### config.mk
export PLATFORM = sky130hd
export DESIGN_NAME = fwd_scoreboard
export DESIGN_NICKNAME = d
export VERILOG_FILES = /design/src/rtl/fwd_pkg.sv /design/src/rtl/fwd_prio_sel.sv /design/src/rtl/fwd_scoreboard.sv
export SDC_FILE = /design/constraint.sdc
export NUM_CORES = 1
export LEC_CHECK = 0
export BUFFER_PORTS_ARGS = -buffer_cell sky130_fd_sc_hd__buf_2
export CORE_MARGIN = 3
export CORE_UTILIZATION = 55
export CTS_CLUSTER_SIZE = 28
export DETAILED_ROUTE_END_ITERATION = 6
export GPL_ROUTABILITY_DRIVEN = 0
export PLACE_DENSITY = 0.72
export SKIP_LAST_GASP = 1
export SLEW_MARGIN = 20
export SYNTH_ARGS = -nofsm -noshare
export SYNTH_HDL_FRONTEND = slang
export SYNTH_SLANG_ARGS = --single-unit
### constraint.sdc
create_clock -name clk -period 7 [get_ports clk]
set_clock_uncertainty 0.05 [all_clocks]
set_input_delay 0.7 -clock clk [delete_from_list [all_inputs] [get_ports clk]]
set_output_delay 0.7 -clock clk [all_outputs]
set_load 0.01 [all_outputs]
### src/rtl/fwd_pkg.sv
`default_nettype none
// ============================================================================
// Module      : fwd_pkg
// Description : Shared constants, types and helpers for the bypass/interlock unit.
// Revision    : 1.0 - initial release
// ============================================================================
package fwd_pkg;

    localparam int         FWD_RF     = 0;      // fwd_sel code: operand comes from the register file
    localparam logic [4:0] REG_ZERO   = 5'd0;
    localparam int         LAT_W_DFLT = 3;

    typedef logic [LAT_W_DFLT-1:0] pend_cnt_t;

    function automatic int fsel_w(input int num_fwd);
        return $clog2(num_fwd + 1);
    endfunction

endpackage : fwd_pkg
`default_nettype wire

### src/rtl/fwd_prio_sel.sv
`default_nettype none
// ============================================================================
// Module      : fwd_prio_sel
// Description : Priority match of one source operand against the forwarding stages.
// Revision    : 1.0 - initial release
// ============================================================================
module fwd_prio_sel
    import fwd_pkg::*;
#(
    parameter int NUM_FWD = 2,
    parameter int FSEL_W  = fsel_w(NUM_FWD)
) (
    input  logic                 src_used,
    input  logic [4:0]           src_addr,
    input  logic [NUM_FWD-1:0]   fwd_wr,
    input  logic [NUM_FWD*5-1:0] fwd_dst,
    output logic [FSEL_W-1:0]    sel
);

    // Scan oldest to youngest so the youngest matching stage is the last writer.
    always_comb begin
        sel = FSEL_W'(FWD_RF);
        if (src_used && (src_addr != REG_ZERO)) begin
            for (int k = NUM_FWD - 1; k >= 0; k--) begin
                if (fwd_wr[k] && (fwd_dst[k*5 +: 5] == src_addr)) begin
                    sel = FSEL_W'(k + 1);
                end
            end
        end
    end

endmodule : fwd_prio_sel
`default_nettype wire

### src/rtl/fwd_scoreboard.sv
`default_nettype none
// ============================================================================
// Module      : fwd_scoreboard
// Description : Per-register countdown scoreboard raising RAW/WAW issue stalls
//               and selecting bypass sources for each operand.
// Revision    : 1.0 - initial release
// ============================================================================
module fwd_scoreboard
    import fwd_pkg::*;
#(
    parameter int NUM_SRC    = 2,
    parameter int NUM_FWD    = 2,
    parameter int LAT_W      = LAT_W_DFLT,
    parameter int STALLCNT_W = 32
) (
    input  logic                                clk,
    input  logic                                rst,
    input  logic                                flush,
    input  logic                                pipe_hold,
    input  logic                                issue_valid,
    input  logic                                issue_wr,
    input  logic [4:0]                          issue_dst,
    input  logic [LAT_W-1:0]                    issue_lat,
    input  logic [NUM_SRC-1:0]                  src_used,
    input  logic [NUM_SRC*5-1:0]                src_addr,
    input  logic [NUM_FWD-1:0]                  fwd_wr,
    input  logic [NUM_FWD*5-1:0]                fwd_dst,
    output logic [NUM_SRC*fsel_w(NUM_FWD)-1:0]  fwd_sel,
    output logic                                id_stall,
    output logic                                issue_accept,
    output logic [STALLCNT_W-1:0]               stall_cycles
);

    localparam int FSEL_W = fsel_w(NUM_FWD);

    // Entry 0 is held at zero so r0 lookups need no special-casing.
    logic [LAT_W-1:0]      r_pend_cnt [0:31];
    logic [STALLCNT_W-1:0] r_stall_cycles;
    logic                  w_raw;
    logic                  w_waw;
    logic [4:0]            w_src;

    always_comb begin
        w_raw = 1'b0;
        w_src = REG_ZERO;
        for (int i = 0; i < NUM_SRC; i++) begin
            w_src = src_addr[i*5 +: 5];
            if (src_used[i] && (w_src != REG_ZERO) && (r_pend_cnt[w_src] != '0)) begin
                w_raw = 1'b1;
            end
        end
        w_raw = w_raw & issue_valid;
    end

    // A short producer must not retire ahead of an older, longer one to the same register.
    assign w_waw = issue_valid && issue_wr && (issue_dst != REG_ZERO)
                   && (r_pend_cnt[issue_dst] > issue_lat);

    assign id_stall     = (w_raw | w_waw) & ~flush;
    assign issue_accept = issue_valid & ~id_stall & ~pipe_hold & ~flush;
    assign stall_cycles = r_stall_cycles;

    always_ff @(posedge clk) begin
        if (rst || flush) begin
            for (int i = 0; i < 32; i++) begin
                r_pend_cnt[i] <= '0;
            end
        end else if (!pipe_hold) begin
            for (int i = 0; i < 32; i++) begin
                if (i == 0) begin
                    r_pend_cnt[i] <= '0;
                end else if (issue_accept && issue_wr && (issue_dst == 5'(i))) begin
                    r_pend_cnt[i] <= issue_lat;
                end else if (r_pend_cnt[i] != '0) begin
                    r_pend_cnt[i] <= r_pend_cnt[i] - LAT_W'(1);
                end
            end
        end
    end

    always_ff @(posedge clk) begin
        if (rst) begin
            r_stall_cycles <= '0;
        end else if (id_stall && !pipe_hold && (r_stall_cycles != '1)) begin
            r_stall_cycles <= r_stall_cycles + STALLCNT_W'(1);
        end
    end

    generate
        for (genvar g = 0; g < NUM_SRC; g++) begin : g_src
            fwd_prio_sel #(
                .NUM_FWD (NUM_FWD),
                .FSEL_W  (FSEL_W)
            ) u_prio_sel (
                .src_used (src_used[g]),
                .src_addr (src_addr[g*5 +: 5]),
                .fwd_wr   (fwd_wr),
                .fwd_dst  (fwd_dst),
                .sel      (fwd_sel[g*FSEL_W +: FSEL_W])
            );
        end
    endgenerate

endmodule : fwd_scoreboard
`default_nettype wire

### After elaboration in Yosys (flattened, before gate mapping)

Memory sizes are Yosys's and may differ from the RTL's.
Index checks and enable logic that the tools add are counted.

* bits in registers: 32
* latch bits: 0
* bits in writable memories: 96
* bits in read-only memories: 0
* bits of input ports: 38
* logic and storage cells: 581
* memories kept: 1

Memories
* r_pend_cnt: depth 32, bits a word 3, read ports 34, clocked after memory_dff 0, wr ports 32, RTL line fwd_scoreboard.sv:37 `logic [LAT_W-1:0] r_pend_cnt [0:31];`

* add/sub/neg operators: 32
* $mul: 0
* divide/modulo/power cells: 0
* order comparisons: 1
* eq/ne operators: 36
* shift-type cells: 0
* mux-type cells: 355
* bitwise gates (word level): 72
* reductions and logical operators: 83

Operator list (count)
* 1-bit 2-to-1 mux: 286
* 3-bit 2-to-1 mux: 63
* 3-bit nonzero test: 33
* 3-bit by 1-bit subtractor with 3-bit output (second input constant): 31
* 5-bit == test (second input constant): 16
* 1-bit OR: 64
* 1-bit logical AND: 45
* 5-bit by 4-bit == test with 1-bit output (second input constant): 8
* 32-bit by 1-bit adder with 32-bit output (second input constant): 1
* 32-bit != test (second input constant): 1
* 5-bit by 3-bit == test with 1-bit output (second input constant): 4
* 5-bit == test: 4
* 5-bit nonzero test: 3
* 2-bit 2-to-1 mux: 6
* 5-bit by 2-bit == test with 1-bit output (second input constant): 2
* 1-bit bitwise AND: 5
* 5-bit by 1-bit == test with 1-bit output (second input constant): 1
* 3-bit > comparator: 1
* 1-bit NOT: 3
* 1-bit logical NOT: 1
* 1-bit logical OR: 1

### Longest topological paths before layout

* word-level depth: 20
* gate-level depth with buffers: 19
* depth with buffers taken out: 15

### Hierarchy

A second synthesis with hierarchy kept.

* cells, all modules: 1145
* area total of the unflattened synthesis: 10458.8 um^2

By module, submodules not included
* fwd_scoreboard: times used 1, cells an instance 1109, area an instance 10166.0 um^2
* fwd_prio_sel: times used 2, cells an instance 18, area an instance 146.4 um^2

### Least setup slack after synthesis

OpenSTA, ideal clock, no wires.

* path kind: input-to-reg
* start: in issue_dst[0]
* end: mem r_pend_cnt[24][0] (netlist name) (data pin)
* arrival: 5404 ps
* path slack: 1286 ps
* stages on the path: 16
* path buffers: 4
* cell sequence: clkbuf_1 > buf_1 > mux4_2 > mux4_2 > nor2_1 > a21oi_1 > ha_1 > nand3_1 > nand3_1 > a311oi_4 > or2_2 > clkbuf_1 > nor3_1 > buf_2 > a31oi_1 > mux2_2

RTL lines
* from (decl): RTL line fwd_scoreboard.sv:22 `input logic [4:0] issue_dst,`
* to (decl): RTL line fwd_scoreboard.sv:37

==> flow_summary_export.csv <==
group,metric,value,unit
sta,tns,0,ns
power_and_ir_drop,switchingPower,719,uW
sta,slew_headroom,24.6,%
sta,setup_viol,0,
worst_setup_path,required,7.02,ns
logic_synthesis,synth_ff_type,"edfxtp_1",
worst_setup_path,r2r_start,"r_pend_cnt[10][1]$_SDFFCE_PN0P_",
logic_synthesis,synth_cells,1120,
layout,layout.cells.most_common,"nor2_1",
min_path,hold_class,"reg -> reg",
worst_setup_path,critPathLaunch,"issue_dst[0]",
grt,grt.busiest_layer,"met2",
worst_setup_path,cp.arrival,5.18,ns
power_and_ir_drop,p_per_area,202,nW/um2
power_and_ir_drop,combPwrFrac,21.9,%
logic_synthesis,yosysSeqAreaShare,32.7,%
cts,clk_pin_slew,0.06,ns
grt,first_global_vias,8659,
grt,grt_use_met1,35.8,%
layout,layout_common_cells,"134 x nor2_1, 93 x edfxtp_1, 87 x inv_1",
worst_setup_path,crit_chain,"buf_2, mux4_2, mux4_2, a31oi_1, a21oi_1, ha_1, a21o_1, a21oi_1, a311oi_4, buf_4, or2_2, nor3_2, buf_4, nand2_1, o21ai_0",
logic_synthesis,avgSynthCellArea,9.38,um2
power_and_ir_drop,p_seq_share,39.7,%
die,die-area,20800,um2
layout,final.fill_count,1547,
sta,rsz0062_at_grt,"no",
worst_setup_path,cp_top_family,"buffers and inverters",
layout,drive_gt1_share,19.6,%
cts,cts_sinks,125,
sta,drv_slew,0,
cts,numCtsBuffers,17,
layout,antennaDiodeCount,0,
sta,timing.hold.ws,0.456,ns
worst_setup_path,crit_buf_inv,3,
drt,drt_first_pass_iters,6,
worst_setup_path,cp.depth,15,
grt,grt_overflow_total,0,
placed_design,port_buffers,75,
cts,htreeDepth,4,
logic_synthesis,syn_area,10500,um2
worst_setup_path,ff2ff_path_depth,14,
drt,wl_per_cell,20.6,um
drt,post_drt_via_cell_ratio,6.37,
cts,hold_buffers,0,
sta,fin_crit,5.16,ns
die,start_util,57.3,%
grt,grt_pass1_wl,45.4,mm
worst_setup_path,crit_end,"r_pend_cnt[29][2]$_SDFFCE_PN0P_",
logic_synthesis,ys_async_sr_fraction,0,%
worst_setup_path,cp_max_fo,29,
placed_design,dp_hpwl,19.8,mm
grt,grt_antenna_before_repair,0,
power_and_ir_drop,p_int,1620,uW
power_and_ir_drop,clkPwrFrac,38.4,%
worst_setup_path,r2r_end,"r_pend_cnt[29][2]$_SDFFCE_PN0P_",
worst_setup_path,startpoint_type,"primary input",
logic_synthesis,synth-edff-count,93,
run_status,status,"finished clean",
worst_setup_path,endpoint_kind,"register",
worst_setup_path,crit_slowest_cell,"buf_2",
logic_synthesis,synth_nets,1224,
cts,clkLatencyLatePin,0.43,ns
drt,finalWirelength,28.8,mm
die,fp.dieH,144,um
placed_design,place_area,11000,um2
layout,area_growth,10.1,%
die,die_w,144,um
cts,root_buffer,"clkbuf_16",
logic_synthesis,synth_warnings,0,
die,ioPinCount,76,
die,rows,49,
grt,met2_usage,45.8,%
power_and_ir_drop,leakagePower,0.00433,uW
power_and_ir_drop,ir_drop,183,uV
drt,drc,0,
drt,drt-initial-drc-count,965,
grt,grt_max_degree,66,
sta,hold_violations,0,
cts,ctsResizeCount,0,
layout,fin_area,11600,um2
sta,finalCritPeriodShare,73.8,%
cts,post_cts_buffers,0,
die,core-area,18300,um2
logic_synthesis,synth_cell_type_count,60,
logic_synthesis,ys_ff_latch,125,
worst_setup_path,criticalPathCategory,"in -> reg",
cts,cts.path.max_buffers,2,
grt,grt.met3_usage,6.65,%
drt,vias,8896,
min_path,worstHoldStart,"stall_cycles[21]$_SDFFE_PP0P_",
grt,gr-usage-all-layers,28.1,%
sta,fmax,194,MHz
drt,ant_nets,0,
worst_setup_path,regToRegSetupSlack,2.33,ns
power_and_ir_drop,switching_share,30.7,%
layout,final_nets,1259,
flow_run,drv_cap,0,
cts,cts_tree,"yes",
worst_setup_path,cpPeakStageDelay,0.59,ns
sta,worst_slew_pin_slew,1.13,ns
[how the worst min path moves through the flow]
stage	endpoint	slack (ns)	cells past startpoint
2_1_floorplan	stall_cycles[29]$_SDFFE_PP0P_	0.46	2
3_3_place_gp	stall_cycles[29]$_SDFFE_PP0P_	0.43	2
3_5_place_dp	stall_cycles[21]$_SDFFE_PP0P_	0.45	2
4_1_cts	stall_cycles[21]$_SDFFE_PP0P_	0.46	2
5_1_grt	stall_cycles[25]$_SDFFE_PP0P_	0.48	2
6_report	stall_cycles[21]$_SDFFE_PP0P_	0.46	2
[state kept, by name, indices dropped and copies added, names as in the netlist]
| name | cells |
|---|---|
| r_pend_cnt | 93 |
| stall_cycles | 32 |
[area by class of cell]
cell class	instances	area [um2]	area share [%]
inverter	90	338	2.92
clock inverter	9	67.6	0.584
sequential	125	3430	29.7
clock buffer	23	532	4.60
multi-input combinational	835	6450	55.8
timing repair buffer	86	458	3.96
tap	229	287	2.48
[per-stage QoR]
stage / setup WS, ns / power, uW / util, % / instances
after CTS: 1.88 / 2340 / 63.1 / 1397
final: 1.84 / 2340 / 63.1 / 1397
after detailed placement: 1.42 / 1440 / 59.8 / 1365
after global placement: 1.50 / 1430 / 59.8 / 1365
after global routing: 1.54 / 2440 / 63.1 / 1397
after floorplan: 1.29 / 1310 / - / 1120
[power groups by stage]
stage / registers [uW] / clock network (uW) / logic, uW
final: 929 / 899 / 513
after global routing: 933 / 935 / 568
after CTS: 925 / 907 / 509
after detailed placement: 940 / 0 / 502
after global placement: 938 / 0 / 491
after floorplan: 907 / 0 / 398
[layer usage]
layer  share of wire, %  wire (um)
met5                  0          0
met2                 47      13500
met3                9.2       2640
met4                3.5       1010
met1                 41      11700
[Yosys cell counts (all sizes together) (33+ instances only)]
cell type	number	area (um2)
or3	35	219
ha	66	826
nor4	34	390
mux2i	54	541
nor2	135	507
inv	89	334
a21oi	51	255
mux2	41	462
nor2b	46	288
clkbuf	49	185
nand2	55	206
edfxtp	93	2790
mux4	38	856
o21ai	53	269
nand3	33	165
[worst reg2reg max path: stages, from the launching register on]
cell	delay [ns]
edfxtp_1	0.48
mux4_2	0.49
mux4_2	0.46
a31oi_1	0.15
a21oi_1	0.10
ha_1	0.33
a21o_1	0.16
a21oi_1	0.22
a311oi_4	0.05
buf_4	0.30
or2_2	0.42
nor3_2	0.12
buf_4	0.31
nand2_1	0.19
o21ai_0	0.47
[kinds of logic after synthesis]
kind of cell,count (synthesis),synth area share (%)
XOR/XNOR,39,3.25
AO/OA/AOI/OAI,188,11.5
multiplexers,133,17.7
adder cells (fa/ha/maj),66,7.86
flip-flops,125,32.7
AND/OR/NAND/NOR,409,21.0
buffers and inverters,160,5.97
(Power assumes the default switching activity.)
